===== src/rtl/mealy_seq_detector.sv =====
// Serial Mealy pattern detector with a combinational match flag, a wrapping or
// saturating match counter and a sticky overflow flag.
module mealy_seq_detector #(
  parameter int unsigned        PAT_W    = 4,
  parameter logic [PAT_W-1:0]   PATTERN  = 4'b1101,
  parameter bit                 OVERLAP  = 1'b1,
  parameter int unsigned        CNT_W    = 4,
  parameter bit                 SATURATE = 1'b0
) (
  input  logic             clk,
  input  logic             rst,
  input  logic             in,
  input  logic             en,
  input  logic             clear,
  output logic [CNT_W-1:0] out,
  output logic             z,
  output logic             ovf
);

  localparam int unsigned HIST_W = PAT_W - 1;
  localparam int unsigned LEN_W  = $clog2(PAT_W);
  localparam logic [LEN_W-1:0] LEN_MAX = LEN_W'(HIST_W);

  localparam logic [0:0] ST_FILL  = 1'b0;
  localparam logic [0:0] ST_ARMED = 1'b1;

  logic [0:0]        state_q, state_d;
  logic [LEN_W-1:0]  len_q, len_d;
  logic [HIST_W-1:0] hist_q, hist_d;
  logic [CNT_W-1:0]  cnt_q, cnt_d;
  logic              ovf_q, ovf_d;
  logic              match_c;

  // Zero-latency match: full history plus the bit currently on the wire.
  always_comb begin
    match_c = rst & en & (state_q == ST_ARMED) & ({hist_q, in} == PATTERN);
  end

  assign z   = match_c;
  assign out = cnt_q;
  assign ovf = ovf_q;

  always_comb begin
    state_d = state_q;
    len_d   = len_q;
    hist_d  = hist_q;
    cnt_d   = cnt_q;
    ovf_d   = ovf_q;

    if (en) begin
      if (match_c && !OVERLAP) begin
        hist_d  = '0;
        len_d   = '0;
        state_d = ST_FILL;
      end else begin
        hist_d = HIST_W'({hist_q, in});
        case (state_q)
          ST_FILL: begin
            len_d = len_q + LEN_W'(1);
            if (len_d == LEN_MAX) begin
              state_d = ST_ARMED;
            end
          end
          default: begin
            len_d   = LEN_MAX;
            state_d = ST_ARMED;
          end
        endcase
      end
    end

    // Clear beats a simultaneous match; it never touches the history.
    if (clear) begin
      cnt_d = '0;
      ovf_d = 1'b0;
    end else if (match_c) begin
      if (cnt_q == '1) begin
        ovf_d = 1'b1;
        cnt_d = SATURATE ? cnt_q : '0;
      end else begin
        cnt_d = cnt_q + CNT_W'(1);
      end
    end
  end

  always_ff @(posedge clk) begin
    if (!rst) begin
      state_q <= ST_FILL;
      len_q   <= '0;
      hist_q  <= '0;
      cnt_q   <= '0;
      ovf_q   <= 1'b0;
    end else begin
      state_q <= state_d;
      len_q   <= len_d;
      hist_q  <= hist_d;
      cnt_q   <= cnt_d;
      ovf_q   <= ovf_d;
    end
  end

endmodule


===== config.mk =====
export PLATFORM = sky130hd
export DESIGN_NAME = mealy_seq_detector
export DESIGN_NICKNAME = d
export VERILOG_FILES = /design/src/rtl/mealy_seq_detector.sv
export SDC_FILE = /design/constraint.sdc
export NUM_CORES = 1
export LEC_CHECK = 0
export BUFFER_PORTS_ARGS = -buffer_cell sky130_fd_sc_hd__buf_4
export CAP_MARGIN = 20
export CORE_AREA = 2 2 39 41
export CTS_CLUSTER_SIZE = 25
export DETAILED_ROUTE_END_ITERATION = 6
export DIE_AREA = 0 0 41 43
export PLACE_DENSITY = 0.57
export SLEW_MARGIN = 20
export SYNTH_ARGS = -nofsm -noshare
export SYNTH_HDL_FRONTEND = slang
export SYNTH_SLANG_ARGS = --single-unit

===== constraint.sdc =====
create_clock -name clk -period 1.5 [get_ports clk]
set_input_delay 0.3 -clock clk [delete_from_list [all_inputs] [get_ports clk]]
set_output_delay 0.3 -clock clk [all_outputs]
set_load 0.03 [all_outputs]

* Word level (Yosys, flattened, before mapping)
Index checks and enable logic that the tools add are counted.
** Operators by class
- Add/subtract/negate cells :: 2
- Eq/ne operators :: 3
- Muxes and demuxes :: 4
- Bitwise operators :: 4
- Reduce and logical (&&, ||, !) cells :: 2
** Operators by type and width (count)
- == test 4 bit, second input constant :: 2
- adder 4 x 1 -> 4 bit, second input constant :: 1
- two-way mux 4 bit :: 1
- bitwise AND 1 bit :: 3
- adder 2 x 1 -> 2 bit, second input constant :: 1
- == test 2 bit, second input constant :: 1
- two-way mux 1 bit :: 2
- two-way mux 2 bit :: 1
- AND reduction 2 bit :: 1
- OR reduction 2 bit :: 1
- NOT 1 bit :: 1
** Storage, ports and cells
- Bits in registers :: 11
- Input port bits :: 5
- Output and inout bits :: 6

* Logic depth before layout (Yosys ltp)
Gate-level depths: netlist of the first run.
- Depth in word-level cells :: 4
- Gate-level depth with buffers :: 4
- Depth with buffers taken out :: 4

* Worst setup path after synthesis of the first run
No wires, ideal clock.
- Path type :: flip-flop to flip-flop
- From :: reg cnt_q[0] (netlist: out[0])
- To :: reg cnt_q[2] (netlist: out[2])
- Setup time :: 70 ps
- Data arrival time :: 1438 ps
- Data required time :: 1430 ps
- Setup slack :: -8 ps
- Stages on the path, launching flop included :: 5
- Clock period less this slack :: 1508 ps
- Cells stage by stage :: dfxtp_1 -> ha_1 -> inv_1 -> or4_1 -> a21oi_1
** On the way
- Cells in the longest elaborated chain, start to end :: 2
- Elaborated cells between the ends (all ways) :: 3
** Ends and longest elaborated chain
- start, declared :: line 30 : logic [CNT_W-1:0] cnt_q, cnt_d;
- start signal, assigned :: line 97 : cnt_q <= cnt_d;
- adder 4 x 1 -> 4 bit or == test 4 bit (tied branches) :: line 81, 77
- two-way mux 4 bit (*) :: line 77 : if (cnt_q == '1) begin
Every way passes the cells marked *; elsewhere a longest branch is shown, timed or not.
A chain may end at the register's enable or synchronous reset.

* Worst setup path after layout of the first run
- From :: reg hist_q[0]
- To :: out z
** On the way
- Cells in the longest elaborated chain, start to end :: 2
** Ends and longest elaborated chain
- start, declared :: line 29 : logic [HIST_W-1:0] hist_q, hist_d;
- start signal, assigned :: line 96 : hist_q <= hist_d;
- == test 4 bit :: line 36 : match_c = rst & en & (state_q == ST_ARMED) & ({hist_q, in} == PATTERN);
- bitwise AND 1 bit :: line 36
- end, declared :: line 16 : output logic z,
Every way passes these cells.

==> impl_results.md, run 1 <==
- Met3 layer usage reported by global route: 4.71%
- Diode insertion count for antenna repair: 0
- Clock transition at the registers of the reported paths: 70 ps
- Unrepaired setup endpoints after global routing: no
- Number of setup violations in the final report: 0
- Number of antenna violations at the first check in global routing: 0
- Count of H-tree levels built during CTS: 1
- Largest net degree at the start of global routing: 11
- Leakage power of the design: 0.259 nW
- Power density normalized to cell area: 862 mW/mm^2
- Number of global-route vias before repair: 411
- Port-buffer cells: 10
- Final wirelength: 988 um
- Via density: 5.21
- Cell area after synthesis: 508 um^2
- Number of flip-flops and latches in the synthesized netlist: 11
- Starting Density: 36.7%
- Status: finished, final reports clean
- Core area: 0.00138 mm^2
- Fill cell instance count of the final layout: 146
- Met1 Use GR: 17.6%
- Area of combinational cells with multiple inputs: 268 um^2
- Main area contributors after synthesis: dfxtp_1, a21oi_1, mux2i_1
- Most used flip-flop cell after synthesis: dfxtp_1
- WHS: 311 ps
- Number of sinks driven by the clock tree: 11
- Final sum of negative setup slack: 0 ps
- HPWL after DPL: 695 um
- Seq. cell area: 224 um^2
- CTS root buffer: clkbuf_4
- Worst Max-Slew Pin Slew: 220 ps
- Post-Syn Instances: 54
- Data required time of the critical path: 1200 ps
- Final count of hold timing violations: 0
- Initial DRT Pass Iterations: 4
- Peak-usage layer in the global routing report: met2
- Net count after synthesis: 61
- Number of warnings issued by yosys: 0
- Share of layout cells above drive strength 1: 28.6%
- Layout Area Growth over Synthesis: 28.1%
- Met2 layer usage reported by global route: 20.3%
- Total overflow reported by the global router: 0
- Count of standard-cell rows: 14
- Worst relative slew slack: 85.2%
- Pins Over Slew Limit: 0
- Total CTS buffers: 3
- Clock insertion delay at the later pin of the skew report: 270 ps
- Sequential cell area fraction in the yosys report: 43.3%
- Largest fanout of any net on the critical path: 4
- Arrival time at the worst endpoint: 1130 ps
- Detail Route Antenna Nets: 0
- Number of enable-type register cells in the synthesized netlist: 0
- CTS Hold Buffers Added: 0
- Average detailed-routed wire length per instance: 11.5 um
- Nature of the critical path endpoint: output pin
- Depth of the worst register-to-register path: 4
- Type of the worst setup path: reg -> out
- Clk_skew: 5.76 ps
- CP startpoint: hist_q[0]
- Worst setup slack for register-to-register paths: 180 ps
- Residual DRC: 0
- Startpoint of the worst-slack reg-to-reg timing path: hist_q[0]
- Yosys top cell area share: 43.3%
- CP startpoint kind: flop
- Area enclosed by the die boundary: 0.00176 mm^2
- Total Routing Usage GR: 14.4%
- Total via count in the routed design: 448
- Clock tree from TritonCTS: built
- Number of I/O pins: 11
- Worst hold path class: in -> reg
- Min Clock Period, post-route: 1430 ps
- Final worst-path cycle share: 95.5%
- Maximum clock rate: 698 MHz
- First-pass GRT wire length: 1.69 mm
- Final layout net count: 78
- Worst-case vdd ir drop: 413 uV
- Drt first-iter violations: 5
- Netlist cell types: 24
- Number of violations of the max-capacitance limit: 0
- Most area-hungry cell type in the Yosys netlist: dfxtp_1
- Horiz. Die Dim: 41 um
- Die height: 43 um
- Mean area per synthesized cell: 9.41 um^2
- Capturing instance or port of the critical path: z
- Routability-driven placement congestion ratio: 0.737
- Maximum clock path buffer count: 2
- Share of flip-flops with an asynchronous set or reset: 0%
- Critical R2R Capture: out[2]
[final cells by class]
cell class | instances | share of cell area (%)
Multi-Input combinational cell | 38 | 41.2
Sequential cell | 11 | 34.4
Tap cell | 16 | 3.08
Inverter | 4 | 2.31
Clock buffer | 4 | 4.04
Timing Repair Buffer | 13 | 15.0
[synth_stat cells (2+ instances only)]
library cell and count:
nand3_1 2, dfxtp_1 11, o21ai_0 4, nor2b_1 4, a21oi_1 6, inv_1 4, mux2i_1 3, a31oi_1 3
ha_1 2
[worst min-delay path by stage]
stage	from	endpoint	slack [ps]	cells past startpoint
after floorplan	rst	state_q	430	1
after global placement	ovf	ovf	430	2
after detailed placement	ovf	ovf	450	2
after CTS	en	len_q[0]	310	2
after global routing	en	len_q[0]	330	2
final	en	len_q[0]	310	2
[logic make-up after synthesis]
kind of cell	synth area share [%]
buf+inv	3.94
mux	5.91
compound gates	15.0
fa+ha+maj	4.93
flops	43.3
simple gates	26.8
[state kept, by name (all words and copies together) (netlist names)]
register and flops:
out 4, hist_q 3, len_q 2, ovf 1, state_q 1
[cells in the final DEF (no fill, tap or decap), drive strengths merged, types with 2 or more instances in the layout]
master  count
a21oi       6
ha          2
mux2i       3
a31oi       3
nor2b       4
buf        13
inv         4
clkbuf      4
dfxtp      11
nand3       2
o21ai       4
[per-layer routing]
metal / part of all wire (%) / vias up
met2: 48 / 11
met3: 4.9 / 4
met5: 0 / -
met4: 2.9 / 0
met1: 44 / 204
li1: - / 229
[where the power goes]
group | switching (mW) | internal, mW | total, mW | leakage [nW]
sequential | 0.00731 | 0.301 | 0.309 | 0.0910
clock | 0.105 | 0.103 | 0.208 | 0.0150
combinational | 0.0217 | 0.0228 | 0.0444 | 0.153
[worst max-delay path, cell delays in order (launching register included)]
cell and delay, ps:
dfxtp_1 330, nand3b_1 220, nor2_1 140, buf_4 170
[per-stage QoR]
stage	setup WS (ps)	util [%]	cell area (um^2)	cells	power [mW]
global placement	199	43.4	601	79	0.355
floorplan	115	-	510	54	0.339
global route	14.9	47.0	651	86	0.596
detailed placement	198	43.4	601	79	0.356
CTS	13.3	45.3	627	83	0.560
finish	67.5	47.0	651	86	0.561
[timing repair]
| item | CTS | global route |
|---|---|---|
| resized for setup | 0 | 1 |
| buffers inserted | 0 | 3 |
| setup endpoints to repair | 0 | 1 |
(Power assumes the default switching activity.)
==> run 2, diff against run 1 <==
- ABC_AREA: default -> 1
- PLACE_DENSITY: 0.57 -> 0.6
==> run 2 against run 1 <==
  * Synthesized cell count increased by 24%
  * Combinational power increased by 15%
  * Setup slack got worse by 21 ps
  * Via count increased by 2.0%
  * Clock-buffer cell count unchanged
  * Clock power decreased by 5%
  * Sequential share of layout area decreased by 1.0 points
  * Synthesized area increased by 6.2%
  * Flip-flop and latch count unchanged
  * Clock skew decreased by 2.6 ps
  * Critical path type unchanged
  * Critical endpoint unchanged
==> impl_results.md, run 2 <==
- Data required time of the critical path: 1200 ps (about the same)
- Share of layout cells above drive strength 1: 30.9% (+2.3 points)
- Horiz. Die Dim: 41 um (unchanged)
- Final sum of negative setup slack: 0 ps (unchanged)
- Met2 wire length: 435 um (-9.0%)
- Core area: 0.00138 mm^2 (unchanged)
- Most area-hungry cell type in the Yosys netlist: dfxtp_1
- Arrival time at the worst endpoint: 1150 ps (+20 ps)
- Clock insertion delay at the later pin of the skew report: 260 ps (about the same)
- Most used flip-flop cell after synthesis: dfxtp_1
- Detail Route Antenna Nets: 0 (unchanged)
- Routed met1 length: 403 um (-6.5%)
- Hold Path Stages: 2 (unchanged)
- Number of I/O pins: 11 (unchanged)
- Post-place instance area: 623 um^2 (+3.8%)
- Number of global-route vias before repair: 377 (-8.3%)
- HPWL after DPL: 726 um (+4.5%)
- Maximum clock path buffer count: 2 (unchanged)
- Average detailed-routed wire length per instance: 9.41 um (-18%)
- Largest net degree at the start of global routing: 10 (-1)
- Met3 wire length: 41 um (-15%)
- Worst Max-Slew Pin Slew: 229 ps (+9.00 ps)
- Top cell types by occurrence after synthesis: nand2_1, dfxtp_1, inv_1, nor2_1, a21oi_1
- Final worst-path cycle share: 96.9% (+1.4 points)
- Leading cell type in the layout, fill and taps excluded: buf_4
- Final wirelength: 913 um (-7.6%)
- Final count of hold timing violations: 0 (unchanged)
- CP startpoint kind: flop
- Number of warnings issued by yosys: 0 (unchanged)
- Number of sinks driven by the clock tree: 11 (unchanged)
- Mean area per synthesized cell: 8.05 um^2 (-14%)
- Count of H-tree levels built during CTS: 1 (unchanged)
- Die height: 43 um (unchanged)
- Dpl cells: 92 (+16%)
- Post-Syn Instances: 67 (+24%)
- Clk_skew: 3.20 ps (-2.56 ps)
- Pins Over Slew Limit: 0 (unchanged)
- Netlist cell types: 18 (-25%)
- Number of setup violations in the final report: 0 (unchanged)
- Total overflow reported by the global router: 0 (unchanged)
- Worst-case vdd ir drop: 464 uV (+12%)
- Largest fanout of any net on the critical path: 6 (+2)
- Routability-driven placement congestion ratio: 0.730 (-0.99%)
- Cell area after synthesis: 539 um^2 (+6.2%)
- Total CTS buffers: 3 (unchanged)
- Starting Density: 39.0% (+2.3 points)
- Net count after synthesis: 74 (+21%)
- Yosys top cell area share: 40.8% (-2.5 points)
- Layout Area Growth over Synthesis: 23.0%
- Number of violations of the max-capacitance limit: 0 (unchanged)
- Drt first-iter violations: 6 (+1)
- Sequential cell area fraction in the yosys report: 40.8% (-2.5 points)
- CTS root buffer: clkbuf_4
- First-pass GRT wire length: 1.35 mm (-20%)
- Initial DRT Pass Iterations: 4 (unchanged)
- Share of flip-flops with an asynchronous set or reset: 0% (unchanged)
- Maximum clock rate: 688 MHz (-1.4%)
- Area enclosed by the die boundary: 0.00176 mm^2 (unchanged)
- Final non-filler cell total: 97 (+13%)
- Status: finished, final reports clean
- Dominant cell by count in the synthesized netlist: nand2_1
- Number of flip-flops and latches in the synthesized netlist: 11 (unchanged)
- Total via count in the routed design: 457 (+2.0%)
- Min Clock Period, post-route: 1450 ps (+20.9 ps)
- Power density normalized to cell area: 843 mW/mm^2 (-2.2%)
- Type of the worst setup path: reg -> out
- Count of standard-cell rows: 14 (unchanged)
- Diode insertion count for antenna repair: 0 (unchanged)
- CTS Hold Buffers Added: 0 (unchanged)
- Highest layer used for signal routing: met4
- Main area contributors after synthesis: dfxtp_1, nand2_1, nor2_8
- Via density: 4.71 (-9.6%)
- Number of enable-type register cells in the synthesized netlist: 0 (unchanged)
- Nature of the critical path endpoint: output pin
- Max FFs per register: 4 (unchanged)
- Clock tree from TritonCTS: built
- Number of antenna violations at the first check in global routing: 0 (unchanged)
- Leakage power of the design: 0.327 nW (+26%)
- Worst relative slew slack: 84.7% (-0.52 points)
- Depth of the worst register-to-register path: 4 (unchanged)
- Fill cell instance count of the final layout: 143 (-2.1%)
- Port-buffer cells: 10 (unchanged)
- Total Routing Usage GR: 11.7% (-2.7 points)
- Final layout net count: 89 (+14%)
- Residual DRC: 0 (unchanged)
- Worst hold path class: in -> reg
- Post-route design area: 663 um^2 (+1.9%)
- Clock transition at the registers of the reported paths: 70 ps (about the same)
- Most frequent cells in the layout: buf_4, nand2_1, dfxtp_1
run 2: cell types whose count changed after synthesis, moves of 3 or more:
cell	delta
mux2i_1	-3
nand2_1	+11
nor2_1	+6
inv_1	+5
nor2b_1	-4
run 2: worst paths after layout:
check            start   endpoint  slack (ps)
min                 en  hist_q[2]         290
min reg2reg        ovf        ovf         450
max reg2reg     out[0]     out[2]         400
max          hist_q[0]          z          50
run 2: worst max-delay path, stage by stage, from the launching register on:
cell	delay, ps
dfxtp_1	330
inv_1	60
nand2_2	80
nor2_8	160
nand2_4	70
clkinv_2	50
buf_4	140
run 2: logic make-up (layout without fill, tap and decap cells):
logic type,after synthesis,count (layout),share of synthesized area (%)
fa+ha+maj,2,2,4.64
simple gates,29,29,32.0
compound gates,13,13,12.5
buf+inv,12,26,9.97
flops,11,11,40.8
run 2: report_power, final:
part	internal [mW]	total [mW]	switching, mW
logic	0.0207	0.0511	0.0305
clock network	0.103	0.197	0.0944
registers	0.304	0.311	0.00717
total	0.427	0.559	0.132
run 2: routing by layer:
layer	GRT usage (%)	vias up
met5	0	-
li1	-	242
met1	13.3	202
met4	10.0	0
met3	3.14	4
met2	16.9	9
run 2: area by class of cell:
class | instances | area, um^2 | area share [%]
clock buffer | 4 | 26.3 | 3.96
inverter | 11 | 42.5 | 6.42
multi-input combinational | 44 | 270 | 40.8
sequential | 11 | 221 | 33.4
tap | 16 | 20.0 | 3.02
timing repair buffer | 11 | 82.6 | 12.5
run 2: metrics by stage:
step	worst slack [ps]	total power [mW]	utilization, %	hold slack [ps]
2_1_floorplan	286	0.352	-	438
3_3_place_gp	294	0.366	45.0	444
3_5_place_dp	282	0.367	45.0	443
4_1_cts	12.6	0.565	46.9	285
5_1_grt	-9.34	0.586	47.9	300
6_report	46.6	0.559	47.9	287
run 2: repair_timing:
item                                   in CTS  in global routing
setup buffers                               0                  1
resized for setup                           0                  3
setup endpoints to repair                   0                  1
endpoints found under the hold margin       0                  0
